$ cat config.mk
export PLATFORM = sky130hd
export DESIGN_NAME = lcd_hd44780_responder_flat
export DESIGN_NICKNAME = d
export VERILOG_FILES = /design/src/rtl/lcd_hd44780_responder_pkg.sv /design/src/rtl/lcd_hd44780_responder_if.sv /design/src/rtl/lcd_ac_step.sv /design/src/rtl/lcd_hd44780_responder.sv /design/src/flat_wrapper.sv
export SDC_FILE = /design/constraint.sdc
export NUM_CORES = 1
export LEC_CHECK = 0
export BUFFER_PORTS_ARGS = -buffer_cell sky130_fd_sc_hd__buf_2
export CELL_PAD_IN_SITES_DETAIL_PLACEMENT = 0
export CELL_PAD_IN_SITES_GLOBAL_PLACEMENT = 1
export CORE_MARGIN = 2
export CORE_UTILIZATION = 30
export CTS_CLUSTER_SIZE = 30
export DETAILED_ROUTE_END_ITERATION = 7
export PLACE_DENSITY_LB_ADDON = 0.1
export SLEW_MARGIN = 20
export SYNTH_ARGS = -nofsm -noshare
export SYNTH_HDL_FRONTEND = slang
export SYNTH_SLANG_ARGS = --single-unit
export TNS_END_PERCENT = 30
$ cat constraint.sdc
create_clock -name iCLK -period 2.48 [get_ports iCLK]
set_clock_uncertainty 0.2 [all_clocks]
set_input_delay 0.62 -clock iCLK [delete_from_list [all_inputs] [get_ports iCLK]]
set_output_delay 0.62 -clock iCLK [all_outputs]
set_load 0.1 [all_outputs]
$ cat src/rtl/lcd_hd44780_responder_pkg.sv
// Shared constants, state type and address helpers for the HD44780 bus responder.
package lcd_hd44780_responder_pkg;

  localparam logic [7:0] CmdClear = 8'h01;
  localparam logic [7:0] CmdHome  = 8'h02;
  localparam logic [7:0] CmdEntry = 8'h04;
  localparam logic [7:0] CmdDisp  = 8'h08;
  localparam logic [7:0] CmdShift = 8'h10;
  localparam logic [7:0] CmdFunc  = 8'h20;
  localparam logic [7:0] CmdCgram = 8'h40;
  localparam logic [7:0] CmdDdram = 8'h80;

  localparam logic [6:0] Line0Base = 7'h00;
  localparam logic [6:0] Line1Base = 7'h40;
  localparam logic [6:0] LineLen   = 7'd16;
  localparam logic [6:0] LineSpan  = 7'd40;
  localparam int unsigned NumCells = 32;
  localparam logic [7:0] BlankChar = 8'h20;

  typedef enum logic [1:0] {StIdle, StAccess, StExec} bus_state_e;

  // Only the first 16 columns of each DDRAM line are backed by cells.
  function automatic logic ac_valid(logic [6:0] ac);
    return ((ac - Line0Base) < LineLen) || ((ac - Line1Base) < LineLen);
  endfunction

  function automatic logic [4:0] cell_idx(logic [6:0] ac);
    return {ac[6], ac[3:0]};
  endfunction

endpackage

$ cat src/rtl/lcd_hd44780_responder_if.sv
// LCD parallel bus as seen between the initiator (master) and this responder (slave).
interface lcd_hd44780_responder_if;
  logic       LCD_EN;
  logic       LCD_RS;
  logic       LCD_RW;
  logic [7:0] LCD_DATA_IN;
  logic [7:0] LCD_DATA_OUT;
  logic       LCD_DATA_OE;

  modport master (
    output LCD_EN, LCD_RS, LCD_RW, LCD_DATA_IN,
    input  LCD_DATA_OUT, LCD_DATA_OE
  );

  modport slave (
    input  LCD_EN, LCD_RS, LCD_RW, LCD_DATA_IN,
    output LCD_DATA_OUT, LCD_DATA_OE
  );
endinterface

$ cat src/rtl/lcd_ac_step.sv
// Next address-counter value for one cursor step with 2-line DDRAM wrap.
module lcd_ac_step
  import lcd_hd44780_responder_pkg::*;
(
  input  logic [6:0] ac,
  input  logic       inc,
  output logic [6:0] ac_next
);
  localparam logic [6:0] Line0Last = Line0Base + LineSpan - 7'd1;
  localparam logic [6:0] Line1Last = Line1Base + LineSpan - 7'd1;

  always_comb begin
    ac_next = ac;
    if (inc) begin
      if (ac == Line0Last)      ac_next = Line1Base;
      else if (ac == Line1Last) ac_next = Line0Base;
      else                      ac_next = ac + 7'd1;
    end else begin
      if (ac == Line1Base)      ac_next = Line0Last;
      else if (ac == Line0Base) ac_next = Line1Last;
      else                      ac_next = ac - 7'd1;
    end
  end
endmodule

$ cat src/rtl/lcd_hd44780_responder.sv
// HD44780-style bus responder: decodes commands and data into a 2x16 character store.
module lcd_hd44780_responder
  import lcd_hd44780_responder_pkg::*;
#(
  parameter int unsigned BUSY_CYCLES  = 2000,
  parameter int unsigned CLEAR_CYCLES = 80000
) (
  input  logic                     iCLK,
  input  logic                     iRST_N,
  lcd_hd44780_responder_if.slave   lcd,
  input  logic [4:0]               iRD_ADDR,
  output logic [7:0]               oRD_CHAR,
  output logic                     oBUSY,
  output logic                     oDISP_ON,
  output logic                     oFUNC_OK,
  output logic                     oOVERRUN
);
  localparam int unsigned CntW = $clog2(CLEAR_CYCLES + 1);
  localparam logic [CntW-1:0] BusyLoad  = CntW'(BUSY_CYCLES);
  localparam logic [CntW-1:0] ClearLoad = CntW'(CLEAR_CYCLES);

  logic en_s1_q, en_s2_q, en_s3_q;
  logic rise, fall;
  bus_state_e state_q, state_d;
  logic rs_q, rw_q;
  logic [7:0] din_q;
  logic drive, exec;

  logic [CntW-1:0] cnt_q, cnt_d;
  logic [6:0] ac_q, ac_d, ac_stepped;
  logic id_q, id_d, disp_q, disp_d, func_q, func_d, ovr_q, ovr_d;
  logic fill_q, fill_d;
  logic [4:0] fill_idx_q, fill_idx_d;
  logic [7:0] cells_q [NumCells];
  logic [7:0] rd_char_q;
  logic bf, status_rd, accept, write_en, step_inc;
  logic [7:0] ac_char;

  assign rise = en_s2_q & ~en_s3_q;
  assign fall = ~en_s2_q & en_s3_q;
  assign bf   = (cnt_q != '0);

  // State register plus bus capture.
  always_ff @(posedge iCLK) begin
    if (!iRST_N) begin
      state_q <= StIdle;
      {en_s1_q, en_s2_q, en_s3_q} <= 3'b000;
      rs_q  <= 1'b0;
      rw_q  <= 1'b0;
      din_q <= 8'h00;
    end else begin
      state_q <= state_d;
      {en_s1_q, en_s2_q, en_s3_q} <= {lcd.LCD_EN, en_s1_q, en_s2_q};
      if (rise && state_q != StAccess) {rs_q, rw_q} <= {lcd.LCD_RS, lcd.LCD_RW};
      if (fall && state_q == StAccess) din_q <= lcd.LCD_DATA_IN;
    end
  end

  // A fall seen in StIdle has no matching rise and is dropped.
  always_comb begin
    state_d = state_q;
    unique case (state_q)
      StIdle:   if (rise) state_d = StAccess;
      StAccess: if (fall) state_d = StExec;
      StExec:   state_d = rise ? StAccess : StIdle;
      default:  state_d = StIdle;
    endcase
  end

  always_comb begin
    drive = (state_q == StAccess) && rw_q;
    exec  = (state_q == StExec);
  end

  assign ac_char          = ac_valid(ac_q) ? cells_q[cell_idx(ac_q)] : BlankChar;
  assign lcd.LCD_DATA_OE  = drive;
  assign lcd.LCD_DATA_OUT = drive ? (rs_q ? ac_char : {bf, ac_q}) : 8'h00;

  assign status_rd = !rs_q && rw_q;
  assign accept    = exec && !status_rd && !bf;
  assign write_en  = accept && rs_q && !rw_q && ac_valid(ac_q);
  assign step_inc  = (!rs_q && din_q[7:4] == 4'h1) ? din_q[2] : id_q;

  lcd_ac_step u_ac_step (
    .ac      (ac_q),
    .inc     (step_inc),
    .ac_next (ac_stepped)
  );

  always_comb begin
    cnt_d      = bf ? cnt_q - CntW'(1) : cnt_q;
    ac_d       = ac_q;
    id_d       = id_q;
    disp_d     = disp_q;
    func_d     = func_q;
    ovr_d      = ovr_q | (exec && !status_rd && bf);
    fill_d     = fill_q && (fill_idx_q != 5'd31);
    fill_idx_d = fill_q ? fill_idx_q + 5'd1 : fill_idx_q;
    if (accept) begin
      cnt_d = BusyLoad;
      if (rs_q) begin
        ac_d = ac_stepped;
      end else if (|(din_q & CmdDdram)) begin
        ac_d = din_q[6:0];
      end else if (|(din_q & CmdCgram)) begin
        ac_d = ac_q;
      end else if (|(din_q & CmdFunc)) begin
        func_d = din_q[4] & din_q[3];
      end else if (|(din_q & CmdShift)) begin
        if (!din_q[3]) ac_d = ac_stepped;
      end else if (|(din_q & CmdDisp)) begin
        disp_d = din_q[2];
      end else if (|(din_q & CmdEntry)) begin
        id_d = din_q[1];
      end else if (|(din_q & CmdHome)) begin
        ac_d  = Line0Base;
        cnt_d = ClearLoad;
      end else if (|(din_q & CmdClear)) begin
        ac_d       = Line0Base;
        id_d       = 1'b1;
        cnt_d      = ClearLoad;
        fill_d     = 1'b1;
        fill_idx_d = 5'd0;
      end
    end
  end

  always_ff @(posedge iCLK) begin
    if (!iRST_N) begin
      cnt_q      <= '0;
      ac_q       <= Line0Base;
      id_q       <= 1'b1;
      disp_q     <= 1'b0;
      func_q     <= 1'b0;
      ovr_q      <= 1'b0;
      fill_q     <= 1'b0;
      fill_idx_q <= 5'd0;
      rd_char_q  <= 8'h00;
      for (int i = 0; i < NumCells; i++) cells_q[i] <= BlankChar;
    end else begin
      cnt_q      <= cnt_d;
      ac_q       <= ac_d;
      id_q       <= id_d;
      disp_q     <= disp_d;
      func_q     <= func_d;
      ovr_q      <= ovr_d;
      fill_q     <= fill_d;
      fill_idx_q <= fill_idx_d;
      rd_char_q  <= cells_q[iRD_ADDR];
      if (fill_q)   cells_q[fill_idx_q]     <= BlankChar;
      if (write_en) cells_q[cell_idx(ac_q)] <= din_q;
    end
  end

  assign oRD_CHAR = rd_char_q;
  assign oBUSY    = bf;
  assign oDISP_ON = disp_q;
  assign oFUNC_OK = func_q;
  assign oOVERRUN = ovr_q;
endmodule

$ cat src/flat_wrapper.sv
// flat-port wrapper written by rule: the top's interface ports become plain ports
module lcd_hd44780_responder_flat import lcd_hd44780_responder_pkg::*;
#(
  parameter int unsigned BUSY_CYCLES  = 2000,
  parameter int unsigned CLEAR_CYCLES = 80000
)
  (iCLK, iRST_N, iRD_ADDR, oRD_CHAR, oBUSY, oDISP_ON, oFUNC_OK, oOVERRUN, lcd_LCD_EN, lcd_LCD_RS, lcd_LCD_RW, lcd_LCD_DATA_IN, lcd_LCD_DATA_OUT, lcd_LCD_DATA_OE);
  lcd_hd44780_responder_if lcd_i ();
  input  logic iCLK;
  input  logic iRST_N;
  input  logic [4:0] iRD_ADDR;
  output logic [7:0] oRD_CHAR;
  output logic oBUSY;
  output logic oDISP_ON;
  output logic oFUNC_OK;
  output logic oOVERRUN;
  input wire logic [$bits(lcd_i.LCD_EN)-1:0] lcd_LCD_EN;
  input wire logic [$bits(lcd_i.LCD_RS)-1:0] lcd_LCD_RS;
  input wire logic [$bits(lcd_i.LCD_RW)-1:0] lcd_LCD_RW;
  input wire logic [$bits(lcd_i.LCD_DATA_IN)-1:0] lcd_LCD_DATA_IN;
  output wire logic [$bits(lcd_i.LCD_DATA_OUT)-1:0] lcd_LCD_DATA_OUT;
  output wire logic [$bits(lcd_i.LCD_DATA_OE)-1:0] lcd_LCD_DATA_OE;
  assign lcd_i.LCD_EN = lcd_LCD_EN;
  assign lcd_i.LCD_RS = lcd_LCD_RS;
  assign lcd_i.LCD_RW = lcd_LCD_RW;
  assign lcd_i.LCD_DATA_IN = lcd_LCD_DATA_IN;
  assign lcd_LCD_DATA_OUT = lcd_i.LCD_DATA_OUT;
  assign lcd_LCD_DATA_OE = lcd_i.LCD_DATA_OE;
  lcd_hd44780_responder #(.BUSY_CYCLES(BUSY_CYCLES), .CLEAR_CYCLES(CLEAR_CYCLES)) u_core (.iCLK(iCLK), .iRST_N(iRST_N), .lcd(lcd_i), .iRD_ADDR(iRD_ADDR), .oRD_CHAR(oRD_CHAR), .oBUSY(oBUSY), .oDISP_ON(oDISP_ON), .oFUNC_OK(oFUNC_OK), .oOVERRUN(oOVERRUN));
endmodule
# Word level (Yosys, flattened, before mapping)
# Memories as Yosys holds them, arrays and structs flattened. A register that Yosys moved wholly into a read port is not among the register bits.
# Cells that the tools add are included.
[totals]
register_bits = 49
ram_bits = 256
output_inout_bits = 21
elab_cells = 154
mem_count = 1
[mem_list]
columns = ["memory", "words", "word_bits", "rd", "rd_ports_with_merged_regs", "wr", "line", "source"]
rows = [
  ["u_core.cells_q", 32, 8, 2, 2, 32, "lcd_hd44780_responder.sv:34", "logic [7:0] cells_q [NumCells];"],
]
[classes]
n_addsub = 5
magnitude_cmp = 2
eq_ne = 15
mux = 73
bitwise_logic = 12
n_reduce_logical = 31
[ops]
columns = ["cell", "count"]
rows = [
  ["2-to-1 mux 17 bit", 11],
  ["2-to-1 mux 7 bit", 15],
  ["2-to-1 mux 5 bit", 15],
  ["2-to-1 mux 8 bit", 5],
  ["2-to-1 mux 1 bit", 24],
  ["nonzero test 17 bit", 1],
  ["subtractor 17 x 1 -> 17 bit (second input constant)", 1],
  ["OR reduction 8 bit", 2],
  ["equality test 7 bit (second input constant)", 2],
  ["less-than comparator 7 x 5 -> 1 bit (second input constant)", 2],
  ["logical AND 1 bit", 12],
  ["!= test 3 x 1 -> 1 bit (second input constant)", 3],
  ["AND reduction 9 bit", 1],
  ["!= test 2 x 1 -> 1 bit (second input constant)", 4],
  ["NOT 1 bit", 8],
  ["adder 7 x 1 -> 7 bit (second input constant)", 1],
  ["equality test 7 x 6 -> 1 bit (second input constant)", 1],
  ["logical NOT 7 bit", 1],
  ["AND reduction 7 bit", 1],
  ["subtractor 7 x 1 -> 7 bit (second input constant)", 1],
  ["subtractor 7 bit (second input constant)", 1],
  ["one-hot mux 2 bit (3 select lines)", 1],
  ["AND reduction 6 bit", 1],
  ["adder 5 x 1 -> 5 bit (second input constant)", 1],
  ["15 further kinds", 23],
]

# Logic depth before layout (Yosys ltp)
# Gate-level depths: netlist (run 1).
[depth]
word_depth = 13
depth_mapped = 10
depth_no_buf = 7

# Modules after synthesis
# A second synthesis (run 1) with hierarchy kept.
[unflattened]
hier_cells = 1386
hier_area_um2 = 16774.8
[modules_own_cells]
columns = ["mod", "instances", "cells_each", "area_per_inst_um2", "seq_area_each_um2"]
rows = [
  ["lcd_hd44780_responder", 1, 1337, 16422.0, 8928.6],
  ["lcd_ac_step", 1, 49, 352.8, 0.0],
]

# Least setup slack after synthesis (run 1)
# OpenSTA, ideal clock, no wires.
[synth_timing]
path_type = "register to output"
from = "register u_core.state_q[1]"
to = "output lcd_LCD_DATA_OUT[5]"
arrival_ns = 3.166
required_time_ns = 1.660
path_slack_ns = -1.506
stages_incl_launch_ff = 5
path_buffers = 1
cell_sequence = "dfxtp_1 and3b_1 clkbuf_1 o2111ai_1 a21oi_1"
[synth_between]
elab_chain_cells = 3
[synth_rtl]
columns = ["item", "line", "source"]
rows = [
  ["start, declared", "lcd_hd44780_responder.sv:24", "bus_state_e state_q, state_d;"],
  ["start signal, assigned", "lcd_hd44780_responder.sv:46", "state_q <= StIdle;"],
  ["start signal, assigned", "lcd_hd44780_responder.sv:52", "state_q <= state_d;"],
  ["equality test 2 x 1 -> 1 bit", "lcd_hd44780_responder.sv:71", "drive = (state_q == StAccess) && rw_q;"],
  ["logical AND 1 bit", "lcd_hd44780_responder.sv:71", ""],
  ["via lcd_LCD_DATA_OE", "flat_wrapper.sv:22", "output wire logic [$bits(lcd_i.LCD_DATA_OE)-1:0] lcd_LCD_DATA_OE;"],
  ["2-to-1 mux 8 bit", "lcd_hd44780_responder.sv:77", "assign lcd.LCD_DATA_OUT = drive ? (rs_q ? ac_char : {bf, ac_q}) : 8'h00;"],
  ["end, declared", "flat_wrapper.sv:21", "output wire logic [$bits(lcd_i.LCD_DATA_OUT)-1:0] lcd_LCD_DATA_OUT;"],
]
# The timed path passes the listed nets, and every way through them passes these cells.

==> impl_metrics.yaml, run 1 <==
place:
  io_buffers: 38
  placed_cells: 2282
  dp_hpwl_mm: 45.5
  routabilityCongestion: 0.868
timing:
  rsz0062_at_grt: "true"
  hold_violations: 0
  period_minus_slack_ns: 3.59
  setup_ws_ns: -1.11
  tightestPinTransition_ns: 0.658
  period_share_pct: 145
  max-slew-margin-rel_pct: 55.0
  setup_viol: 109
  drv_slew: 0
  fmax_mhz: 279
critical_path:
  worstPathCellList: "buf_12 > buf_16 > buf_4 > mux4_2 > mux4_2 > a21o_4 > buf_12"
  r2r_slack_ns: -0.14
  cp_max_fo: 5
  worstSetupPathType: "reg2out"
  r2r_start: "u_core.cnt_q[12]"
  critPathSlowestCell: "mux4_2"
  ff2ff_path_depth: 9
  max_stage_delay_ns: 0.51
  required_ns: 1.66
  critPathArrivalTime_ns: 2.77
  reg2reg_to: "u_core.cells_q[27][5]"
  startpoint_type: "flip-flop"
  endpoint_kind: "output pin"
synth:
  synthCells: 1349
  ys.flop_type: "edfxtp_1"
  yosysWarnings: 0
  synth-edff-count: 256
  synth.distinct_cells: 77
  synthTopCellsByArea: "edfxtp_1 (43%), mux4_2 (12%), mux4_1 (7.9%)"
  yosys.area.top_type: "edfxtp_1"
  synth.yosys.seq_area_share_pct: 49.9
  synth_top_area_share_pct: 43.0
  avgSynthCellArea_um2: 13.3
  netlist_area_um2: 17900
  ys_ff_latch: 318
  syn_nets: 1378
  async_reset_ff_share_pct: 0
drt:
  drc: 0
  wl_per_cell_um: 26.7
  vias: 12657
  drtPass1Iterations: 5
  drt-vias-per-instance: 5.31
  routed_wl_mm: 63.7
  drt_iter0_drc: 1046
  ant_nets: 0
clock_network:
  cts_buffer_depth: 3
  clock_latency_ns: 0.58
  cts.sink_count: 318
  numCtsBuffers: 41
  h-tree-depth: 2
  cts_tree: "built"
  clk_transition_reported_paths_ns: 0.06
  cts_root_buffer: "clkbuf_16"
power_and_ir_drop:
  p_per_area_nw_per_um2: 652
  finalPower_w: 0.0152
  leakage_nw: 8.40
  vdd_drop_max_mv: 0.494
finish:
  nFillCells: 5631
  layout-drive-gt1-share_pct: 35.8
  area_growth_pct: 30.0
  nNetsFinal: 1609
  antenna_cells: 0
  fin_cells: 2384
floorplan:
  ioPinCount: 39
  row_count: 89
  dieWidth_um: 248
  start_util_pct: 30.3
  fp.dieH_um: 248
  core_um2: 59000
  dieArea_um2: 61600
grt:
  grt_usage_pct: 20.9
  grt_pass1_wl_mm: 91.3
  antenna_found_initial: 5
  grt_pass1_vias: 12894
  grt_max_degree: 38
  grt_overflow: 0
hold_path:
  hold-path-endpoint: "u_core.en_s1_q"
  hold_start: "lcd_LCD_EN"
  hold_path_depth: 2
  hp-class: "in2reg"
job:
  maxCapViolations: 0
run_status:
  failed_checks: "negative setup slack"
  status: "finished, violations left"
-- worst max path at each step --
stage / startpoint / to / slack (ns) / cells past startpoint
5_1_grt: flip-flop / lcd_LCD_DATA_OUT[3] / -1.17 / 9
3_3_place_gp: flip-flop / lcd_LCD_DATA_OUT[5] / -0.67 / 6
4_1_cts: flip-flop / lcd_LCD_DATA_OUT[3] / -1.16 / 9
3_5_place_dp: flip-flop / lcd_LCD_DATA_OUT[6] / -0.69 / 7
2_1_floorplan: u_core.cnt_q[4] / lcd_LCD_DATA_OUT[7] / -0.37 / 7
6_report: flip-flop / lcd_LCD_DATA_OUT[2] / -1.11 / 7
-- state kept, by name, indices dropped and copies added, names as in the netlist, named ones only --
| signal | flops |
|---|---|
| u_core.en_s1_q | 1 |
| u_core.oOVERRUN | 1 |
| u_core.din_q | 8 |
| u_core.id_q | 1 |
| u_core.fill_idx_q | 5 |
| u_core.ac_q | 7 |
| u_core.oRD_CHAR | 8 |
| u_core.cells_q | 256 |
| u_core.en_s2_q | 1 |
| u_core.oDISP_ON | 1 |
| u_core.rw_q | 1 |
| u_core.oFUNC_OK | 1 |
| u_core.rs_q | 1 |
| u_core.state_q | 2 |
| u_core.cnt_q | 17 |
| u_core.en_s3_q | 1 |
| u_core.fill_q | 1 |
-- metrics by stage --
step	hold WS [ns]	util (%)	worst slack (ns)	instance area, µm²	TNS, ns
2_1_floorplan	0.212	-	-0.370	18100	-2.07
3_3_place_gp	0.224	35.4	-0.674	20900	-37.36
3_5_place_dp	0.230	35.4	-0.686	20900	-34.76
4_1_cts	0.0331	38.6	-1.16	22800	-9.41
5_1_grt	0.0760	39.4	-1.17	23300	-36.78
6_report	0.0691	39.4	-1.11	23300	-13.25
-- cells by family (layout without fill, tap and decap cells) --
group / after synthesis / count (layout) / share of synthesized area [%]
simple gates: 571 / 571 / 18.5
flops: 318 / 318 / 49.9
fa+ha+maj: 11 / 11 / 0.769
xor+xnor: 13 / 13 / 0.636
compound gates: 136 / 136 / 5.51
buf+inv: 132 / 394 / 3.78
mux: 168 / 168 / 20.9
-- layout make-up --
class / count / area (µm²) / area share (%)
Clock inverter: 24 / 302 / 1.30
Multi-Input combinational cell: 899 / 8770 / 37.7
Inverter: 11 / 45.0 / 0.194
Sequential cell: 318 / 8940 / 38.5
Clock buffer: 50 / 1100 / 4.74
Timing Repair Buffer: 309 / 3120 / 13.4
Tap cell: 773 / 967 / 4.16
-- cells in the final DEF, fill, tap and decap left out, types with 9 or more instances in the layout --
master / instances
o21ai_0: 32
a21boi_0: 12
and3_1: 9
a21oi_1: 14
nor3_1: 40
buf_6: 14
nand4_1: 16
nand3_1: 28
nor2_4: 30
buf_4: 205
buf_2: 27
ha_1: 11
mux4_2: 93
and2_1: 197
or2_4: 16
nor2b_1: 12
clkbuf_16: 45
mux4_1: 54
edfxtp_1: 256
nand3b_1: 26
mux2i_1: 15
inv_1: 9
nor2_1: 30
buf_12: 57
dfxtp_1: 54
or3_1: 36
nand2_1: 80
-- cell usage after synthesis (all sizes together), types with 8 or more instances --
cell / number
a21boi: 13
a21oi: 16
a22o: 10
and2: 202
and3: 9
buf: 40
clkbuf: 79
dfxtp: 62
edfxtp: 256
ha: 11
inv: 10
mux2i: 19
mux4: 148
nand2: 86
nand3: 31
nand3b: 26
nand4: 20
nor2: 64
nor2b: 12
nor3: 42
o2111ai: 8
o211ai: 8
o21a: 8
o21ai: 32
or2: 18
or3: 36
-- worst max-delay path: cells and delay by family, from the launching register on --
| family | cells | cell delay (ns) |
|---|---|---|
| flops | 1 | 0.43 |
| compound gates | 1 | 0.22 |
| mux | 2 | 1.00 |
| buf+inv | 4 | 0.54 |
-- power breakdown --
group / leakage [nW] / switching, W / internal (W)
clock: 0.688 / 0.00241 / 0.00389
sequential: 3.02 / 0.000203 / 0.00602
combinational: 4.69 / 0.00137 / 0.00127
-- metal layers --
| metal | GRT usage, % | vias to the layer above | wire [µm] |
|---|---|---|---|
| met5 | 0 | - | 0 |
| met4 | 6.36 | 0 | 1710 |
| met3 | 3.64 | 78 | 3280 |
| met2 | 34.6 | 368 | 30700 |
| met1 | 28.0 | 6512 | 28000 |
| li1 | - | 5699 | - |
-- timing repair --
item,in CTS,in global routing
pin swaps,6,34
hold buffers,0,0
endpoints found under the setup margin,287,239
gates cloned,4,2
buffers inserted,10,15
gates resized for setup,61,79
Power figures use the tool's default switching activity.
==> run 2: changes to the inputs <==
PLACE_DENSITY = 0.49   (was unset)
PLACE_DENSITY_LB_ADDON = unset   (was 0.1)
==> run 2 against run 1 <==
Net effect:
- the flow still finishes with violations (negative setup slack)
- die area unchanged
- first-iteration DRC count decreased by 13%
- maximum frequency about the same
- worst hold slack improved by 0.0021 ns
- critical path type unchanged
- largest cell class unchanged
==> impl_metrics.yaml, run 2 (synthesis gave the netlist of run 1 again) <==
critical_path:
  startpoint_type: "flip-flop"
  critPathBufInv: 4
  worstPathCellList: "buf_4 > buf_12 > buf_12 > mux4_2 > mux4_2 > a21o_4 > buf_12"
  r2r_slack_ns: -0.16
  worstSetupPathType: "reg2out"
  worst_path_most_repeated_cell: "buf_12"
  reg2reg_to: "u_core.cells_q[29][5]"
  ff2ff_path_depth: 10
  max_stage_delay_ns: 0.48
  critPathSlowestCell: "mux4_2"
  endpoint_kind: "output pin"
  r2r_start: "u_core.cnt_q[15]"
  cp_max_fo: 7
  required_ns: 1.66
  critPathArrivalTime_ns: 2.76
  crit_family: "multiplexers"
floorplan:
  core_um2: 59000
  dieWidth_um: 248
  fp.dieH_um: 248
  ioPinCount: 39
  row_count: 89
  start_util_pct: 30.3
  dieArea_um2: 61600
timing:
  period_share_pct: 144
  fmax_mhz: 279
  period_minus_slack_ns: 3.58
  drv_slew: 0
  max-slew-margin-rel_pct: 55.4
  tightestPinTransition_ns: 0.669
  hold_violations: 0
  setup_ws_ns: -1.10
  setup_viol: 236
  rsz0062_at_grt: "true"
finish:
  utilization_pct: 39.3
  fin_area_um2: 23200
  final_cell_mix: "edfxtp_1 (256), buf_4 (211), and2_1 (199), mux4_2 (93), nand2_1 (83)"
  nNetsFinal: 1615
  area_growth_pct: 29.5
  largest_reg_flops: 256
  top_register: "u_core.cells_q"
  largestRegisters: "u_core.cells_q (256), u_core.cnt_q (17)"
  layout-drive-gt1-share_pct: 35.9
  layout_commonest_cell: "edfxtp_1"
place:
  dp_hpwl_mm: 45.1
  detailedPlace.worstSlack_ns: -0.614
  routabilityCongestion: 0.889
  io_buffers: 38
  postPlaceCellArea_um2: 21000
drt:
  vias: 12702
  drc: 0
  routed_wl_mm: 62.7
  drt-vias-per-instance: 5.31
  drt_iter0_drc: 913
  wl_per_cell_um: 26.2
  drtPass1Iterations: 5
  ant_nets: 0
power_and_ir_drop:
  p_per_area_nw_per_um2: 637
  leakage_nw: 8.38
  finalPower_w: 0.0147
  vdd_drop_max_mv: 0.601
clock_network:
  cts_root_buffer: "clkbuf_16"
  cts_buffer_depth: 3
  clock_latency_ns: 0.56
  numCtsBuffers: 40
  h-tree-depth: 2
  clk_transition_reported_paths_ns: 0.05
  cts_tree: "built"
  cts.sink_count: 318
run_status:
  status: "finished, violations left"
  failed_checks: "negative setup slack"
grt:
  grt_overflow: 0
  grt_pass1_vias: 12808
  grt_usage_pct: 20.6
  grt_pass1_wl_mm: 91.0
  antenna_found_initial: 5
  grt_max_degree: 39
hold_path:
  hold_start: "lcd_LCD_EN"
  hold_path_depth: 2
  hp-class: "in2reg"
  hold-path-endpoint: "u_core.en_s1_q"
job:
  maxCapViolations: 0
## run 2: area by class of cell
type | instances | area (µm²)
inverters | 11 | 45.0
fillers | 5616 | 35900
clock buffers | 51 | 1080
well taps | 773 | 967
repair buffers | 316 | 3150
flip-flops and latches | 318 | 8940
clock inverters | 23 | 223
diodes | 3 | 7.51
multi-input cells | 899 | 8740
## run 2: worst max-delay path by stage
stage,start,to,slack [ns],depth (start not counted)
4_1_cts,flip-flop,lcd_LCD_DATA_OUT[7],-1.16,10
3_5_place_dp,flip-flop,lcd_LCD_DATA_OUT[7],-0.61,9
5_1_grt,flip-flop,lcd_LCD_DATA_OUT[7],-1.18,10
6_report,flip-flop,lcd_LCD_DATA_OUT[0],-1.10,7
2_1_floorplan,u_core.cnt_q[4],lcd_LCD_DATA_OUT[7],-0.37,7
3_3_place_gp,flip-flop,lcd_LCD_DATA_OUT[7],-0.61,8
## run 2: stage by stage
step | cells | TNS (ns) | hold WS, ns
floorplan | 1349 | -2.07 | 0.212
global placement | 2290 | -15.18 | 0.226
detailed placement | 2290 | -21.92 | 0.229
CTS | 2380 | -9.44 | 0.0412
global route | 2391 | -51.13 | 0.0856
finish | 2394 | -25.48 | 0.0712
## run 2: per-layer routing
metal  up-vias  GRT usage, %  wire length, µm
met3        83          2.48             3110
li1       5706             -                -
met2       386          32.9            29400
met4         2          5.95             1570
met5         -             0               13
met1      6525          29.5            28600
## run 2: what timing repair did
item	in CTS	in global routing
setup buffers	16	10
hold buffers	0	0
cloned	2	2
pin swaps	20	45
gates resized for setup	59	82
endpoints found under the setup margin	258	264
## run 2: where the power goes
part | switching [W] | internal (W) | leakage (nW)
registers | 0.000222 | 0.00602 | 3.03
clock network | 0.00235 | 0.00352 | 0.647
logic | 0.00137 | 0.00127 | 4.71
total | 0.00394 | 0.0108 | 8.38
==> run 3: changes to the inputs <==
CTS_BUF_LIST = sky130_fd_sc_hd__clkbuf_4 sky130_fd_sc_hd__clkbuf_8   (was unset)
==> run 3 against run 2 <==
Net effect:
- the run still ends with negative setup slack left
- wire length up 0.87%
- maximum frequency down 2.7%
- via count is 1.2% higher
- critical path depth unchanged
- largest power group unchanged
- highest routed layer unchanged
==> impl_metrics.yaml, run 3 (synthesis gave the netlist of run 1 again) <==
drt:
  drt-vias-per-instance: 5.27
  drt_iter0_drc: 953
  drtPass1Iterations: 5
  drt-met1-wl_mm: 28.3
  drc: 0
  routed.top_layer: "met5"
  dr_wl_met2_mm: 29.3
  routed_wl_mm: 63.2
  wl_per_cell_um: 25.9
  wl_met3_mm: 3.90
  vias: 12858
  ant_nets: 0
critical_path:
  r2r_start: "u_core.cnt_q[0]"
  critPathArrivalTime_ns: 2.86
  endpoint_kind: "output pin"
  worstPathCellList: "buf_12 > mux4_2 > mux2i_1 > mux2_4 > a21oi_2 > a22o_4 > buf_12"
  crit_family: "multiplexers"
  critPathSlowestCell: "mux4_2"
  r2r_slack_ns: 0.01
  reg2reg_to: "u_core.cells_q[9][5]"
  max_stage_delay_ns: 0.55
  cp_max_fo: 7
  worst_path_most_repeated_cell: "buf_12"
  ff2ff_path_depth: 10
  path_depth: 7
  startpoint_type: "flip-flop"
  critPathBufInv: 2
  worstSetupPathType: "reg2out"
  required_ns: 1.66
finish:
  multi_input_area_um2: 8630
  layout_commonest_cell: "edfxtp_1"
  layout-drive-gt1-share_pct: 36.4
  fin_area_um2: 23000
  top_register: "u_core.cells_q"
  final_cell_mix: "edfxtp_1 (256), buf_4 (210), and2_1 (200), mux4_2 (93), nand2_1 (83)"
  nFillCells: 5644
  regArea_um2: 8950
  fin_cells: 2438
  largestRegisters: "u_core.cells_q (256), u_core.cnt_q (17)"
  largest_reg_flops: 256
  area_growth_pct: 28.6
  nNetsFinal: 1641
grt:
  grt_pass1_wl_mm: 91.5
  grt_overflow: 0
  grt_max_degree: 39
  antenna_found_initial: 6
  grt_pass1_vias: 13028
  grt_usage_pct: 20.8
timing:
  max-slew-margin-rel_pct: 53.1
  hold_violations: 0
  fmax_mhz: 272
  tightestPinTransition_ns: 0.704
  period_minus_slack_ns: 3.68
  rsz0062_at_grt: "true"
  setup_ws_ns: -1.20
  drv_slew: 0
  setup_viol: 9
  period_share_pct: 148
floorplan:
  core_um2: 59000
  ioPinCount: 39
  row_count: 89
  start_util_pct: 30.3
  fp.dieH_um: 248
  dieWidth_um: 248
  dieArea_um2: 61600
hold_path:
  hold_start: "u_core.en_s1_q"
  hold_path_depth: 1
  hp-class: "reg2reg"
  hold-path-endpoint: "u_core.en_s2_q"
power_and_ir_drop:
  leakage_nw: 8.38
  vdd_drop_max_mv: 0.594
  p_per_area_nw_per_um2: 610
clock_network:
  clk_transition_reported_paths_ns: 0.07
  cts_root_buffer: "clkbuf_8"
  cts_buffer_depth: 3
  h-tree-depth: 2
  numCtsBuffers: 60
  cts_tree: "built"
  clock_latency_ns: 0.65
  cts.sink_count: 318
job:
  maxCapViolations: 0
place:
  io_buffers: 38
  dp_hpwl_mm: 45.1
  postPlaceCellArea_um2: 21000
  routabilityCongestion: 0.889
  detailedPlace.worstSlack_ns: -0.614
  placed_cells: 2290
run_status:
  failed_checks: "negative setup slack"
  status: "finished, violations left"
==> run 3: cell types whose count changed in the layout (fill, tap and decap cells not counted), moves of 3 or more <==
cell / change
clkinv_1: +9
dlygate4sd3_1: +11
clkinv_2: -7
clkbuf_8: +62
nor2_4: -16
clkbuf_4: +25
clkbuf_16: -42
clkbuf_1: -9
nor2_1: +12
nor2_2: +4
buf_6: -3
==> run 3: layer usage <==
layer | vias to the layer above | GRT usage (%)
met2 | 419 | 32.9
met4 | 6 | 6.51
met3 | 100 | 3.75
li1 | 5756 | -
met5 | - | 0
met1 | 6577 | 28.9
==> run 3: worst max-delay path by stage <==
stage / from / end
6_report: flip-flop / lcd_LCD_DATA_OUT[3]
5_1_grt: flip-flop / lcd_LCD_DATA_OUT[7]
4_1_cts: flip-flop / lcd_LCD_DATA_OUT[7]
3_5_place_dp: flip-flop / lcd_LCD_DATA_OUT[7]
3_3_place_gp: flip-flop / lcd_LCD_DATA_OUT[7]
2_1_floorplan: u_core.cnt_q[4] / lcd_LCD_DATA_OUT[7]
==> run 3: what timing repair did <==
action	in CTS	in global routing
gates cloned	2	2
setup endpoints to repair	272	203
hold endpoints to repair	11	0
gates resized for setup	63	48
pin swaps	20	17
buffers inserted	17	5
hold buffers	11	0
==> run 3: stage by stage <==
stage	power (W)	hold slack, ns	TNS (ns)	utilization, %
6_report	0.0140	0.238	-9.84	39.0
5_1_grt	0.0146	0.253	-12.64	39.0
4_1_cts	0.0141	0.205	-10.68	38.6
3_5_place_dp	0.00875	0.229	-21.92	35.6
3_3_place_gp	0.00874	0.226	-15.18	35.6
2_1_floorplan	0.00779	0.212	-2.07	-
==> run 3: power by group <==
| group | switching (W) | internal (W) |
|---|---|---|
| registers | 0.000223 | 0.00602 |
| logic | 0.00136 | 0.00120 |
| clock network | 0.00233 | 0.00289 |
==> run 3: worst register-to-register path, delay by kind of cell, from the launching register on <==
kind	cells	cell delay, ns
AND/OR/NAND/NOR	4	0.89
buffers and inverters	5	0.66
flip-flops	1	0.32
adder cells (fa/ha/maj)	1	0.13
==> run 3: layout make-up <==
class	count	share of cell area (%)
sequential	318	38.9
multi-input combinational	899	37.5
timing repair buffer	322	13.9
clock buffer	87	4.53
tap	773	4.20
clock inverter	24	0.696
inverter	11	0.196
antenna	4	0.0435
